$ cat src/rtl/hex_display_scanner_if.sv
// Display-value and scan-output bundle shared by the scanner and whatever drives it.
interface hex_display_scanner_if #(
    parameter int unsigned NUM_DIGITS = 4
);
    logic [4*NUM_DIGITS-1:0] value;
    logic [NUM_DIGITS-1:0]   dp_in;
    logic                    lz_en;
    logic [3:0]              hex_out;
    logic [NUM_DIGITS-1:0]   digit_en;
    logic                    dp_out;
    logic                    frame_start;

    modport master (
        output value, dp_in, lz_en,
        input  hex_out, digit_en, dp_out, frame_start
    );

    modport slave (
        input  value, dp_in, lz_en,
        output hex_out, digit_en, dp_out, frame_start
    );
endinterface

$ cat src/rtl/hex_display_scanner.sv
// Time-multiplexed 7-segment digit scanner with per-frame shadowing, per-slot
// blanking and optional leading-zero suppression.
module hex_display_scanner #(
    parameter int unsigned NUM_DIGITS       = 4,
    parameter int unsigned DIVIDE           = 50000,
    parameter int unsigned BLANK_CYCLES     = 500,
    parameter int unsigned ANODE_ACTIVE_LOW = 1
) (
    input logic                  clock,
    input logic                  reset,
    hex_display_scanner_if.slave bus
);
    localparam int unsigned CNT_W = $clog2(DIVIDE);
    localparam int unsigned IDX_W = $clog2(NUM_DIGITS);
    localparam logic [CNT_W-1:0] CNT_LAST = CNT_W'(DIVIDE - 1);
    localparam logic [IDX_W-1:0] IDX_LAST = IDX_W'(NUM_DIGITS - 1);

    logic [CNT_W-1:0]        cnt;
    logic [IDX_W-1:0]        idx;
    logic [4*NUM_DIGITS-1:0] sh_val;
    logic [NUM_DIGITS-1:0]   sh_dp;
    logic                    sh_lz;
    logic                    frame_start_q;

    logic                    load;
    logic                    past_blank;
    logic                    zero_above;
    logic [NUM_DIGITS-1:0]   lz_blank;
    logic [3:0]              cur_nib;
    logic                    cur_lz;
    logic                    cur_dp;
    logic                    lit;
    logic [NUM_DIGITS-1:0]   act;

    // Shadow load coincides with the start of digit 0's slot, i.e. frame start.
    assign load = (cnt == '0) && (idx == '0);

    always_ff @(posedge clock) begin
        if (reset) begin
            cnt           <= '0;
            idx           <= '0;
            sh_val        <= '0;
            sh_dp         <= '0;
            sh_lz         <= 1'b0;
            frame_start_q <= 1'b0;
        end else begin
            frame_start_q <= load;
            if (load) begin
                sh_val <= bus.value;
                sh_dp  <= bus.dp_in;
                sh_lz  <= bus.lz_en;
            end
            if (cnt == CNT_LAST) begin
                cnt <= '0;
                idx <= (idx == IDX_LAST) ? '0 : idx + IDX_W'(1);
            end else begin
                cnt <= cnt + CNT_W'(1);
            end
        end
    end

    generate
        if (BLANK_CYCLES == 0) begin : g_no_blank
            assign past_blank = 1'b1;
        end else begin : g_blank
            assign past_blank = (cnt >= CNT_W'(BLANK_CYCLES));
        end
    endgenerate

    // A digit is LZ-blanked when it and every more-significant nibble are zero.
    always_comb begin
        zero_above = 1'b1;
        lz_blank   = '0;
        for (int i = NUM_DIGITS - 1; i >= 1; i--) begin
            zero_above  = zero_above && (sh_val[4*i +: 4] == 4'h0);
            lz_blank[i] = sh_lz && zero_above;
        end
    end

    always_comb begin
        cur_nib = 4'h0;
        cur_lz  = 1'b0;
        cur_dp  = 1'b0;
        for (int i = 0; i < NUM_DIGITS; i++) begin
            if (idx == IDX_W'(i)) begin
                cur_nib = sh_val[4*i +: 4];
                cur_lz  = lz_blank[i];
                cur_dp  = sh_dp[i];
            end
        end
        lit = past_blank && !cur_lz;
        act = '0;
        for (int i = 0; i < NUM_DIGITS; i++) begin
            act[i] = lit && (idx == IDX_W'(i));
        end
    end

    assign bus.hex_out     = cur_nib;
    assign bus.digit_en    = (ANODE_ACTIVE_LOW != 0) ? ~act : act;
    assign bus.dp_out      = lit && cur_dp;
    assign bus.frame_start = frame_start_q;
endmodule

$ cat src/flat_wrapper.sv
// flat-port wrapper written by rule: the top's interface ports become plain ports
module hex_display_scanner_flat 
#(
    parameter int unsigned NUM_DIGITS       = 4,
    parameter int unsigned DIVIDE           = 50000,
    parameter int unsigned BLANK_CYCLES     = 500,
    parameter int unsigned ANODE_ACTIVE_LOW = 1
)
  (clock, reset, bus_value, bus_dp_in, bus_lz_en, bus_hex_out, bus_digit_en, bus_dp_out, bus_frame_start);
  hex_display_scanner_if #(.NUM_DIGITS(NUM_DIGITS)) bus_i ();
  input logic clock;
  input logic reset;
  input wire logic [$bits(bus_i.value)-1:0] bus_value;
  input wire logic [$bits(bus_i.dp_in)-1:0] bus_dp_in;
  input wire logic [$bits(bus_i.lz_en)-1:0] bus_lz_en;
  output wire logic [$bits(bus_i.hex_out)-1:0] bus_hex_out;
  output wire logic [$bits(bus_i.digit_en)-1:0] bus_digit_en;
  output wire logic [$bits(bus_i.dp_out)-1:0] bus_dp_out;
  output wire logic [$bits(bus_i.frame_start)-1:0] bus_frame_start;
  assign bus_i.value = bus_value;
  assign bus_i.dp_in = bus_dp_in;
  assign bus_i.lz_en = bus_lz_en;
  assign bus_hex_out = bus_i.hex_out;
  assign bus_digit_en = bus_i.digit_en;
  assign bus_dp_out = bus_i.dp_out;
  assign bus_frame_start = bus_i.frame_start;
  hex_display_scanner #(.NUM_DIGITS(NUM_DIGITS), .DIVIDE(DIVIDE), .BLANK_CYCLES(BLANK_CYCLES), .ANODE_ACTIVE_LOW(ANODE_ACTIVE_LOW)) u_core (.clock(clock), .reset(reset), .bus(bus_i));
endmodule
$ cat config.mk
export PLATFORM = sky130hd
export DESIGN_NAME = hex_display_scanner_flat
export DESIGN_NICKNAME = d
export VERILOG_FILES = /design/src/rtl/hex_display_scanner_if.sv /design/src/rtl/hex_display_scanner.sv /design/src/flat_wrapper.sv
export SDC_FILE = /design/constraint.sdc
export NUM_CORES = 1
export LEC_CHECK = 0
export CORE_MARGIN = 4
export CORE_UTILIZATION = 40
export DETAILED_ROUTE_END_ITERATION = 10
export PLACE_DENSITY = 0.61
export SLEW_MARGIN = 30
export SYNTH_ARGS = -nofsm -noshare
export SYNTH_HDL_FRONTEND = slang
export SYNTH_SLANG_ARGS = --single-unit
$ cat constraint.sdc
create_clock -name clock -period 2.94 [get_ports clock]
set_input_delay 0.588 -clock clock [delete_from_list [all_inputs] [get_ports clock]]
set_output_delay 0.588 -clock clock [all_outputs]
set_load 0.02 [all_outputs]
==> After elaboration in Yosys (flattened, before gate mapping) <==
Cells that the tools add are included.
{ "op_classes": {"eq_ne": 4, "n_addsub": 2, "magnitude_cmp": 1, "bitwise": 1, "n_mul": 0, "n_reduce_logical": 19, "div_mod_pow": 0, "mux": 12, "n_shift": 0} }
{ "op_table": {"columns": ["cell", "n"], "rows": [
  ["adder 16 x 1 -> 16 bit (second input constant)", 1],
  ["equality test 16 bit (second input constant)", 1],
  [">= comparator 16 x 9 -> 1 bit (second input constant)", 1],
  ["zero test 16 bit", 1],
  ["two-way mux 4 bit", 4],
  ["logical AND 1 bit", 12],
  ["zero test 4 bit", 3],
  ["two-way mux 1 bit", 7],
  ["equality test 2 bit (second input constant)", 2],
  ["inverter 4 bit", 1],
  ["adder 2 x 1 -> 2 bit (second input constant)", 1],
  ["equality test 2 x 1 -> 1 bit (second input constant)", 1],
  ["zero test 2 bit", 1],
  ["two-way mux 2 bit", 1],
  ["OR reduction 2 bit", 1],
  ["zero test 1 bit", 1]
]} }
{ "word_totals": {"elab_cells": 45, "mem_count": 0, "romBits": 0, "mem_bits_rw": 0, "out_inout_bits": 10, "ff_bits": 40, "input_bits": 23, "latch_bits": 0} }

==> Depth between registers and ports, before layout <==
Gate-level depths: netlist of run 1.
{ "depth": {"word_depth": 11, "mapped_depth": 8, "ltp_nobuf": 6} }

==> Worst setup path after synthesis of run 1 <==
OpenSTA, ideal clock, no wires.
{ "synth_timing": {"path_type": "flip-flop to output port", "startpoint": "register u_core.cnt[6]", "endpoint": "output bus_dp_out", "stages_incl_launch_ff": 5, "path_buffers": 0, "arrival_time_ns": 1.612, "t_required_ns": 2.352, "slack_ns": 0.740, "cell_sequence": "dfxtp_1 -> nand3_1 -> o311ai_0 -> o211a_1 -> nor2b_1"} }
{ "synth_between": {"elab_chain_len": 3} }
{ "synth_rtl": {"columns": ["element", "line_no", "source"], "rows": [
  ["start, declared", "hex_display_scanner.sv:18", "logic [CNT_W-1:0] cnt;"],
  ["start signal, assigned", "hex_display_scanner.sv:57", "cnt <= cnt + CNT_W'(1);"],
  [">= comparator 16 x 9 -> 1 bit", "hex_display_scanner.sv:66", "assign past_blank = (cnt >= CNT_W'(BLANK_CYCLES));"],
  ["logical AND 1 bit", "hex_display_scanner.sv:91", "lit = past_blank && !cur_lz;"],
  ["logical AND 1 bit", "hex_display_scanner.sv:100", "assign bus.dp_out = lit && cur_dp;"],
  ["end, declared", "flat_wrapper.sv:18", "output wire logic [$bits(bus_i.dp_out)-1:0] bus_dp_out;"]
]} }
Every way passes these cells.

==> Worst setup path after layout of run 1 <==
{ "layout_timing": {"startpoint": "register u_core.idx[1]", "endpoint": "output bus_hex_out[1]"} }
{ "layout_between": {"elab_chain_len": 5, "elab_cells_between_ends": 8, "classes_between": "3 x eq/ne; 4 x mux; 1 x reduce/logical"} }
{ "layout_rtl": {"columns": ["element", "line_no", "source"], "rows": [
  ["start, declared", "hex_display_scanner.sv:19", "logic [IDX_W-1:0] idx;"],
  ["start signal, assigned", "hex_display_scanner.sv:55", "idx <= (idx == IDX_LAST) ? '0 : idx + IDX_W'(1);"],
  ["zero test 2 bit", "hex_display_scanner.sv:85", "if (idx == IDX_W'(i)) begin"],
  ["two-way mux 4 bit (3 in a row)", "hex_display_scanner.sv:85", null],
  ["two-way mux 4 bit (*)", "hex_display_scanner.sv:85", null],
  ["end, declared", "flat_wrapper.sv:16", "output wire logic [$bits(bus_i.hex_out)-1:0] bus_hex_out;"]
]} }
Every way passes the cells marked *; elsewhere a longest branch is shown, timed or not.

==> results of run 1 <==
## area by class of cell
class / count / area, um2
fillers: 488 / 2291
flip-flops and latches: 40 / 802.0
inverters: 9 / 33.78
multi-input cells: 191 / 1097
well taps: 67 / 83.83
repair buffers: 39 / 377.9
clock buffers: 5 / 68.82
## sequential cells by signal (all words and copies together), names as in the netlist
register,flops
u_core.cnt,16
u_core.sh_val,16
u_core.sh_dp,4
u_core.idx,2
u_core.bus.frame_start,1
u_core.sh_lz,1
## per-layer routing
layer / share of wire / track usage / vias to the layer above
li1: - / - / 961
met1: 0.46 / 0.2024 / 820
met2: 0.47 / 0.2513 / 47
met3: 0.053 / 0.04472 / 7
met4: 0.015 / 0.05944 / 0
met5: 0 / 0 / -
## cells in the mapped netlist, drive strengths merged (2+ instances only)
| cell | n |
|---|---|
| nor4 | 9 |
| nand4 | 3 |
| dfxtp | 40 |
| o21ai | 29 |
| xnor2 | 12 |
| nor3 | 6 |
| nand3 | 33 |
| clkbuf | 14 |
| nor2 | 20 |
| a21oi | 35 |
| ha | 6 |
| nand3b | 4 |
| nand2 | 18 |
| inv | 9 |
| or3 | 2 |
| or4 | 5 |
## cell families after synthesis
group                      count (synthesis)  synth area share
DFF                                       40            0.4028
and+or+nand+nor                          104            0.2662
xor gates and xnor gates                  13           0.05727
AOI/OAI and AO/OA                         68            0.1800
buffers and inverters                     25           0.05601
adders and majority gates                  6           0.03776
## metrics by stage
step / worst slack (ns) / instance area, um2 / power, mW / utilization
6_report: 0.1697 / 2464 / 1.077 / 0.5182
5_1_grt: 0.01336 / 2464 / 1.141 / 0.5182
4_1_cts: 0.01464 / 2436 / 1.094 / 0.5124
3_5_place_dp: 0.1787 / 2367 / 0.7759 / 0.4979
3_3_place_gp: 0.2449 / 2367 / 0.7752 / 0.4979
2_1_floorplan: 0.7405 / 1988 / 0.7037 / -
## critical path: stages (launching register included)
cell	delay, ns
dfxtp_1	0.37
inv_1	0.08
ha_2	0.24
nand3b_1	0.18
a21oi_1	0.17
a21oi_1	0.06
o21ai_0	0.17
clkdlybuf4s50_1	0.64
## where the power goes
part / internal, mW / leakage [nW] / switching (mW)
clock network: 0.153 / 0.0359 / 0.161
logic: 0.0837 / 0.501 / 0.0834
registers: 0.573 / 0.328 / 0.0221
## worst min path at each step
stage	endpoint	slack, ns	cells after the start
2_1_floorplan	u_core.cnt[0]	0.44	1
3_3_place_gp	u_core.cnt[0]	0.46	1
3_5_place_dp	u_core.cnt[0]	0.47	1
4_1_cts	u_core.sh_dp[2]	0.48	2
5_1_grt	u_core.sh_val[3]	0.52	2
6_report	u_core.sh_val[1]	0.48	2
==> flow_summary.toml, run 1 <==
[worst_setup_path]
regToRegSetupSlack_ns = 0.82
crit_path_end_kind = "primary output"
criticalPathCategory = "reg2out"
arrival_ns = 2.18
path_max_fanout = 12
critical_path.startpoint_type = "flop"
crit_path_end = "bus_hex_out[1]"
r2r_cells = 5
cp.required_ns = 2.35
reg2reg_from = "u_core.cnt[0]"
r2r_end = "u_core.idx[0]"
setup.worst_path.start = "u_core.idx[1]"

[floorplanning]
core-area_mm2 = 0.004755
die_w_um = 78.50
floorplan.initialDensity = 0.4182
ios = 33
row_count = 25
die_height_um = 78.50
dieArea_mm2 = 0.006162

[cts]
cts_htree_levels = 2
post-cts-setup-buffer-count = 0
clk_pin_slew_ns = 0.06
cts_resized = 1
cts_buffer_depth = 2
cts_tree = "built"
clkLatencyLatePin_ns = 0.28
clkSinkCount = 40
cts_buffers = 5
hold_buffers = 0
root_buffer = "clkbuf_8"

[synth]
synth_top_area_frac = 0.4028
async_flop_share = 0
syn_avg_cell_area_um2 = 7.766
ys_warn_count = 0
yosys-top-cells-area = "dfxtp_1 (40%), a21oi_1 (8.8%), nand3_1 (8.3%)"
syn_inst = 256
synth_edf_count = 0
synth_cell_type_count = 29
ys_seq_area_frac = 0.4028
synth_ff_type = "dfxtp_1"
synth_fp_nets = 285
synth_largest_area_cell = "dfxtp_1"
synthesis.area_mm2 = 0.001988
ys_seq_elements = 40

[detailed_routing]
vias = 1835
ant_nets = 0
wl_um = 4716
wl_per_cell_um = 13.44
vias_per_cell = 5.228
drt_iter0_markers = 125
drc = 0
firstDrtPassIters = 4

[timing]
hold_viol_final = 0
fmax_ghz = 0.3610
setup_tns_ns = 0
fin_crit_ns = 2.770
worst_slew_pin_slew_ns = 0.8154
relSlewSlack = 0.4564
whs_ns = 0.4787
finalMaxSlewViolations = 0
skew_ns = 0.005217
setup_viol_count_final = 0
period_share = 0.9423
rsz0062_at_grt = "no"

[flow_run]
drv_cap = 0

[global_route]
grt_pass1_wl_um = 7762
grt_max_degree = 25
grt_pass1_vias = 1665
grt_overflow = 0
grtUsageTotal = 0.1581
grt_antenna_before_repair = 0

[placement]
dp_cells = 346
io_buffer_count = 32
hpwl_um = 3253
routabilityCongestion = 0.8548

[cells_and_area]
nNetsFinal = 315
drive_gt1_frac = 0.07394
layout_commonest_cell = "dfxtp_1"
syn_to_final_growth_pct = 23.91
mostFrequentLayoutCells = "dfxtp_1 (39), a21oi_1 (35), nand3_1 (33), clkdlybuf4s50_1 (30), o21ai_0 (29)"
antenna_cells = 0
fin_cells = 351

[status]
outcome = "completed"

[min_path]
min_path_type = "reg2reg"
hold_start = "u_core.sh_val[1]"

[pwr]
powerDensity_mw_per_mm2 = 437.1
leakage_nw = 0.8647
ir_drop_mv = 0.2572
(Power assumes the default switching activity.)
==> inputs of run 2 (changes only) <==
--- a/config.mk
+++ b/config.mk
@@ -6,9 +6,8 @@
 export NUM_CORES = 1
 export LEC_CHECK = 0
 export CORE_MARGIN = 4
-export CORE_UTILIZATION = 40
+export CORE_UTILIZATION = 30
 export DETAILED_ROUTE_END_ITERATION = 10
-export PLACE_DENSITY = 0.61
 export SLEW_MARGIN = 30
 export SYNTH_ARGS = -nofsm -noshare
 export SYNTH_HDL_FRONTEND = slang
==> run 2 against run 1 <==
Compared with the run above:
- first-iteration DRC count decreased by 52%
- clock skew up 0.0044 ns
- critical path depth is 2 lower
- worst hold slack better by 0.0044 ns
- utilization decreased by 12 points
- final cell count up 3.4%
- global-route usage decreased by 2.7 points
- maximum frequency increased by 0.26%
==> flow_summary.toml, run 2 (synthesis results as in run 1) <==
[status]
outcome = "completed"

[worst_setup_path]
cp.required_ns = 2.35
criticalPathCategory = "reg2out"
path_depth = 5
crit_path_end_kind = "primary output"
crit_slowest_cell = "clkdlybuf4s50_1"
path_max_fanout = 6
regToRegSetupSlack_ns = 0.64
reg2reg_from = "u_core.cnt[12]"
r2r_end = "u_core.cnt[6]"
r2r_cells = 4
critical_path.startpoint_type = "flop"
arrival_ns = 2.18
worst-path-buf-inv = 1
setup.worst_path.start = "u_core.cnt[9]"
crit_chain = "nor3_1 > o311ai_4 > o211a_1 > nand2_1 > clkdlybuf4s50_1"
cp_top_family = "buffers and inverters"
max_stage_delay_ns = 0.60
crit_path_end = "bus_digit_en[1]"

[floorplanning]
die_w_um = 89.41
dieArea_mm2 = 0.007993
die_height_um = 89.41
floorplan.initialDensity = 0.3113
core-area_mm2 = 0.006386
ios = 33
row_count = 29

[timing]
finalMaxSlewViolations = 0
fmax_ghz = 0.3619
skew_ns = 0.009604
fin_crit_ns = 2.763
relSlewSlack = 0.4552
setup_tns_ns = 0
worst_slew_pin_slew_ns = 0.8172
rsz0062_at_grt = "no"
hold_viol_final = 0
setup_viol_count_final = 0
period_share = 0.9399

[detailed_routing]
wl_um = 4952
vias_per_cell = 5.220
ant_nets = 0
drc = 0
drt_iter0_markers = 60
vias = 1895
wl_per_cell_um = 13.64
firstDrtPassIters = 4

[cts]
cts_htree_levels = 2
cts_buffers = 5
clkLatencyLatePin_ns = 0.29
root_buffer = "clkbuf_8"
cts_tree = "built"
clk_pin_slew_ns = 0.08
hold_buffers = 0
cts_buffer_depth = 2
clkSinkCount = 40

[pwr]
intPower_mw = 0.9043
leakage_nw = 0.9745
ir_drop_mv = 0.2087
total_power_mw = 1.198
clockPowerShare = 0.365
switchingPower_mw = 0.2938
combinationalPowerShare = 0.137
seqPwrFrac = 0.498
swShare = 0.2452
powerDensity_mw_per_mm2 = 473.3

[cells_and_area]
drive_gt1_frac = 0.07343
syn_to_final_growth_pct = 27.31
antenna_cells = 0
nNetsFinal = 314
mostFrequentLayoutCells = "dfxtp_1 (39), a21oi_1 (35), nand3_1 (33), o21ai_0 (29), clkdlybuf4s50_1 (27)"
largest_registers = "u_core.cnt: 16 flops, u_core.sh_val: 16 flops, u_core.sh_dp: 4 flops"
layout_commonest_cell = "dfxtp_1"

[placement]
io_buffer_count = 32
hpwl_um = 3486
routabilityCongestion = 0.8344

[global_route]
grt_antenna_before_repair = 0
grt_pass1_wl_um = 8204
grt_pass1_vias = 1678
grtUsageTotal = 0.1309
grt_max_degree = 26
grt_overflow = 0

[min_path]
min_path_type = "reg2reg"

[flow_run]
drv_cap = 0
## run 2: layer usage
metal	track usage	share of wire
met1	0.1705	0.45
met2	0.2150	0.48
met3	0.03687	0.059
met4	0.02977	0.0069
met5	0	0
## run 2: per-stage QoR
stage	worst slack, ns	area [um2]	hold slack, ns	cells	util
floorplan	0.7405	1988	0.4418	256	-
global placement	0.2464	2372	0.4620	355	0.3715
detailed placement	0.1588	2372	0.4703	355	0.3715
CTS	0.04413	2494	0.4817	363	0.3905
global route	0.007489	2531	0.5041	363	0.3964
finish	0.1768	2531	0.4831	363	0.3964
## run 2: how the worst min path moves through the flow
| stage | slack (ns) | end | startpoint | cells after the start |
|---|---|---|---|---|
| CTS | 0.48 | u_core.sh_dp[2] | u_core.sh_dp[2] | 2 |
| floorplan | 0.44 | u_core.cnt[0] | u_core.cnt[0] | 1 |
| global route | 0.50 | u_core.sh_dp[2] | u_core.sh_dp[2] | 2 |
| finish | 0.48 | u_core.sh_dp[2] | u_core.sh_dp[2] | 2 |
| global placement | 0.46 | u_core.cnt[0] | u_core.cnt[0] | 1 |
| detailed placement | 0.47 | u_core.sh_dp[2] | u_core.sh_dp[2] | 2 |
## run 2: worst min-delay path: cells and delay by family (launching register included)
family | cells | cell delay, ns
AOI/OAI and AO/OA | 2 | 0.13
DFF | 1 | 0.32
## run 2: final cells by class
cell class              count  area, um2
inverters                   9      33.78
well taps                  77      96.34
clock buffers               6      72.57
clock inverters             2      35.03
multi-input cells         191       1114
repair buffers             38      377.9
fillers                   659       3855
flip-flops and latches     40      802.0
## run 2: timing repair
item,in CTS,in global routing
setup buffers,0,0
gates cloned,0,0
endpoints found under the setup margin,4,8
gates resized for setup,3,10
pin swaps,0,0
## run 2: power by group through the flow
stage | registers [mW] | logic [mW] | clock network (mW)
3_3_place_gp | 0.608 | 0.164 | 0
4_1_cts | 0.596 | 0.166 | 0.453
3_5_place_dp | 0.609 | 0.165 | 0
2_1_floorplan | 0.602 | 0.102 | 0
5_1_grt | 0.601 | 0.184 | 0.486
6_report | 0.596 | 0.165 | 0.437
==> inputs of run 3 (changes only) <==
--- a/config.mk
+++ b/config.mk
@@ -5,9 +5,12 @@
 export SDC_FILE = /design/constraint.sdc
 export NUM_CORES = 1
 export LEC_CHECK = 0
+export ABC_AREA = 0
 export CORE_MARGIN = 4
 export CORE_UTILIZATION = 30
 export DETAILED_ROUTE_END_ITERATION = 10
+export PLACE_DENSITY = 0.54
+export REMOVE_ABC_BUFFERS = 1
 export SLEW_MARGIN = 30
 export SYNTH_ARGS = -nofsm -noshare
 export SYNTH_HDL_FRONTEND = slang
==> run 3 against run 2 <==
Compared with the run above:
- worst hold slack got worse by 0.0049 ns
- combinational power grew 4%
- via count is 0.26% higher
- non-clock buffer count increased by 2
==> flow_summary.toml, run 3 (synthesis results as in run 1) <==
[pwr]
combinationalPowerShare = 0.135
seqPwrFrac = 0.471
ir_drop_mv = 0.1759
swShare = 0.2429
switchingPower_mw = 0.3071
leakage_nw = 0.8983
intPower_mw = 0.9570
powerDensity_mw_per_mm2 = 498.2
clockPowerShare = 0.393

[cells_and_area]
layout_commonest_cell = "dfxtp_1"
drive_gt1_frac = 0.08333
syn_to_final_growth_pct = 27.63
fill_cells = 673
nNetsFinal = 316
mostFrequentLayoutCells = "dfxtp_1 (40), a21oi_1 (35), nand3_1 (33), o21ai_0 (29), clkdlybuf4s50_1 (29)"
antenna_cells = 0
finish.instance_area_mm2 = 0.002537
largest_registers = "u_core.cnt: 16 flops, u_core.sh_val: 16 flops, u_core.sh_dp: 4 flops"

[floorplanning]
die_height_um = 89.41
ios = 33
floorplan.initialDensity = 0.3113
core-area_mm2 = 0.006386
dieArea_mm2 = 0.007993
row_count = 29
die_w_um = 89.41

[worst_setup_path]
cp.required_ns = 2.35
crit_path_end_kind = "primary output"
max_stage_delay_ns = 0.63
regToRegSetupSlack_ns = 0.80
crit_top_cell = "a21oi_1"
crit_slowest_cell = "clkdlybuf4s50_1"
path_depth = 7
setup.worst_path.start = "u_core.idx[1]"
cp_top_family = "buffers and inverters"
crit_chain = "inv_1 > ha_2 > nand3b_1 > a21oi_1 > a21oi_1 > o21ai_0 > clkdlybuf4s50_1"
reg2reg_from = "u_core.cnt[12]"
arrival_ns = 2.22
criticalPathCategory = "reg2out"
r2r_end = "u_core.idx[0]"
critical_path.startpoint_type = "flop"
r2r_cells = 4
worst-path-buf-inv = 2
path_max_fanout = 12

[cts]
clkSinkCount = 40
cts_htree_levels = 2
root_buffer = "clkbuf_8"
cts_buffer_depth = 2
clk_pin_slew_ns = 0.08
cts_buffers = 5
cts_tree = "built"
hold_buffers = 0
clkLatencyLatePin_ns = 0.30

[min_path]
min_to = "u_core.sh_dp[2]"
hold_path_depth = 2
min_path_type = "reg2reg"
hold_start = "u_core.sh_dp[2]"

[timing]
fmax_ghz = 0.3566
finalMaxSlewViolations = 0
hold_viol_final = 0
setup_viol_count_final = 0
worst_slew_pin_slew_ns = 0.8234
fin_crit_ns = 2.804
fin_ws_ns = 0.1358
relSlewSlack = 0.4511
period_share = 0.9538
skew_ns = 0.006694

[flow_run]
drv_cap = 0

[detailed_routing]
wl_per_cell_um = 14.33
ant_nets = 0
firstDrtPassIters = 4
drt_iter0_markers = 64
wl_um = 5230
vias = 1900
drc = 0
vias_per_cell = 5.205

[global_route]
grt_pass1_wl_um = 8597
grt_max_degree = 25
grt_pass1_vias = 1808
grt_overflow = 0
grtUsageTotal = 0.1409
grt_antenna_before_repair = 0

[placement]
hpwl_um = 3625
placed_area_mm2 = 0.002387
pre_cts_slack_ns = 0.2078
io_buffer_count = 32
routabilityCongestion = 0.7924

[status]
outcome = "completed"
-- run 3: changes by cell type in the layout (fill, tap and decap cells not counted), moves of 2 or more --
| cell | previous run | this run |
|---|---|---|
| clkbuf_8 | 5 | 7 |
| dlymetal6s2s_1 | 5 | 2 |
| nor4_2 | 0 | 2 |
| clkdlybuf4s50_1 | 27 | 29 |
| buf_4 | 6 | 8 |
-- run 3: metal layers --
metal  wire length [um]  GRT usage  share of wire
met1               2306     0.1742           0.44
met2               2532     0.2317           0.48
met3                322    0.03594          0.062
met4                 69    0.05954          0.013
met5                  0          0              0
-- run 3: area by class of cell --
type | count | area, um2 | area share
multi-input cells | 191 | 1096 | 0.4320
inverters | 9 | 33.78 | 0.01331
well taps | 77 | 96.34 | 0.03797
clock inverters | 1 | 30.03 | 0.01183
repair buffers | 40 | 384.1 | 0.1514
clock buffers | 7 | 96.34 | 0.03797
flip-flops and latches | 40 | 800.8 | 0.3156
-- run 3: power groups by stage --
stage	clock network, mW	registers [mW]	logic [mW]
floorplan	0	0.602	0.0903
finish	0.497	0.596	0.171
detailed placement	0	0.608	0.172
global route	0.533	0.601	0.191
CTS	0.514	0.595	0.173
global placement	0	0.607	0.171
-- run 3: worst max path at each step --
stage                      to  slack [ns]
2_1_floorplan      bus_dp_out        0.74
3_5_place_dp       bus_dp_out        0.21
6_report       bus_hex_out[3]        0.14
4_1_cts        bus_hex_out[2]       0.003
3_3_place_gp       bus_dp_out        0.22
5_1_grt        bus_hex_out[1]       -0.03
-- run 3: worst reg2reg max path, stage by stage (launching register included) --
cell and delay [ns]:
dfxtp_1 0.38, or4_4 0.56, or4_4 0.57, or4_1 0.41, a21oi_1 0.15
-- run 3: what timing repair did --
item | 4_1_cts | 5_1_grt
buffers inserted | 0 | 0
pin swaps | 0 | 0
gates resized for setup | 2 | 7
setup endpoints to repair | 4 | 7
-- run 3: through the flow --
stage	util	power (mW)	cells	hold slack (ns)	setup TNS (ns)
after floorplan	-	0.6925	240	0.4418	0
after global placement	0.3738	0.7785	357	0.4588	0
after detailed placement	0.3738	0.7797	357	0.4692	0
after CTS	0.3934	1.282	365	0.4790	0
after global routing	0.3973	1.326	365	0.5125	-0.02697
final	0.3973	1.264	365	0.4782	0
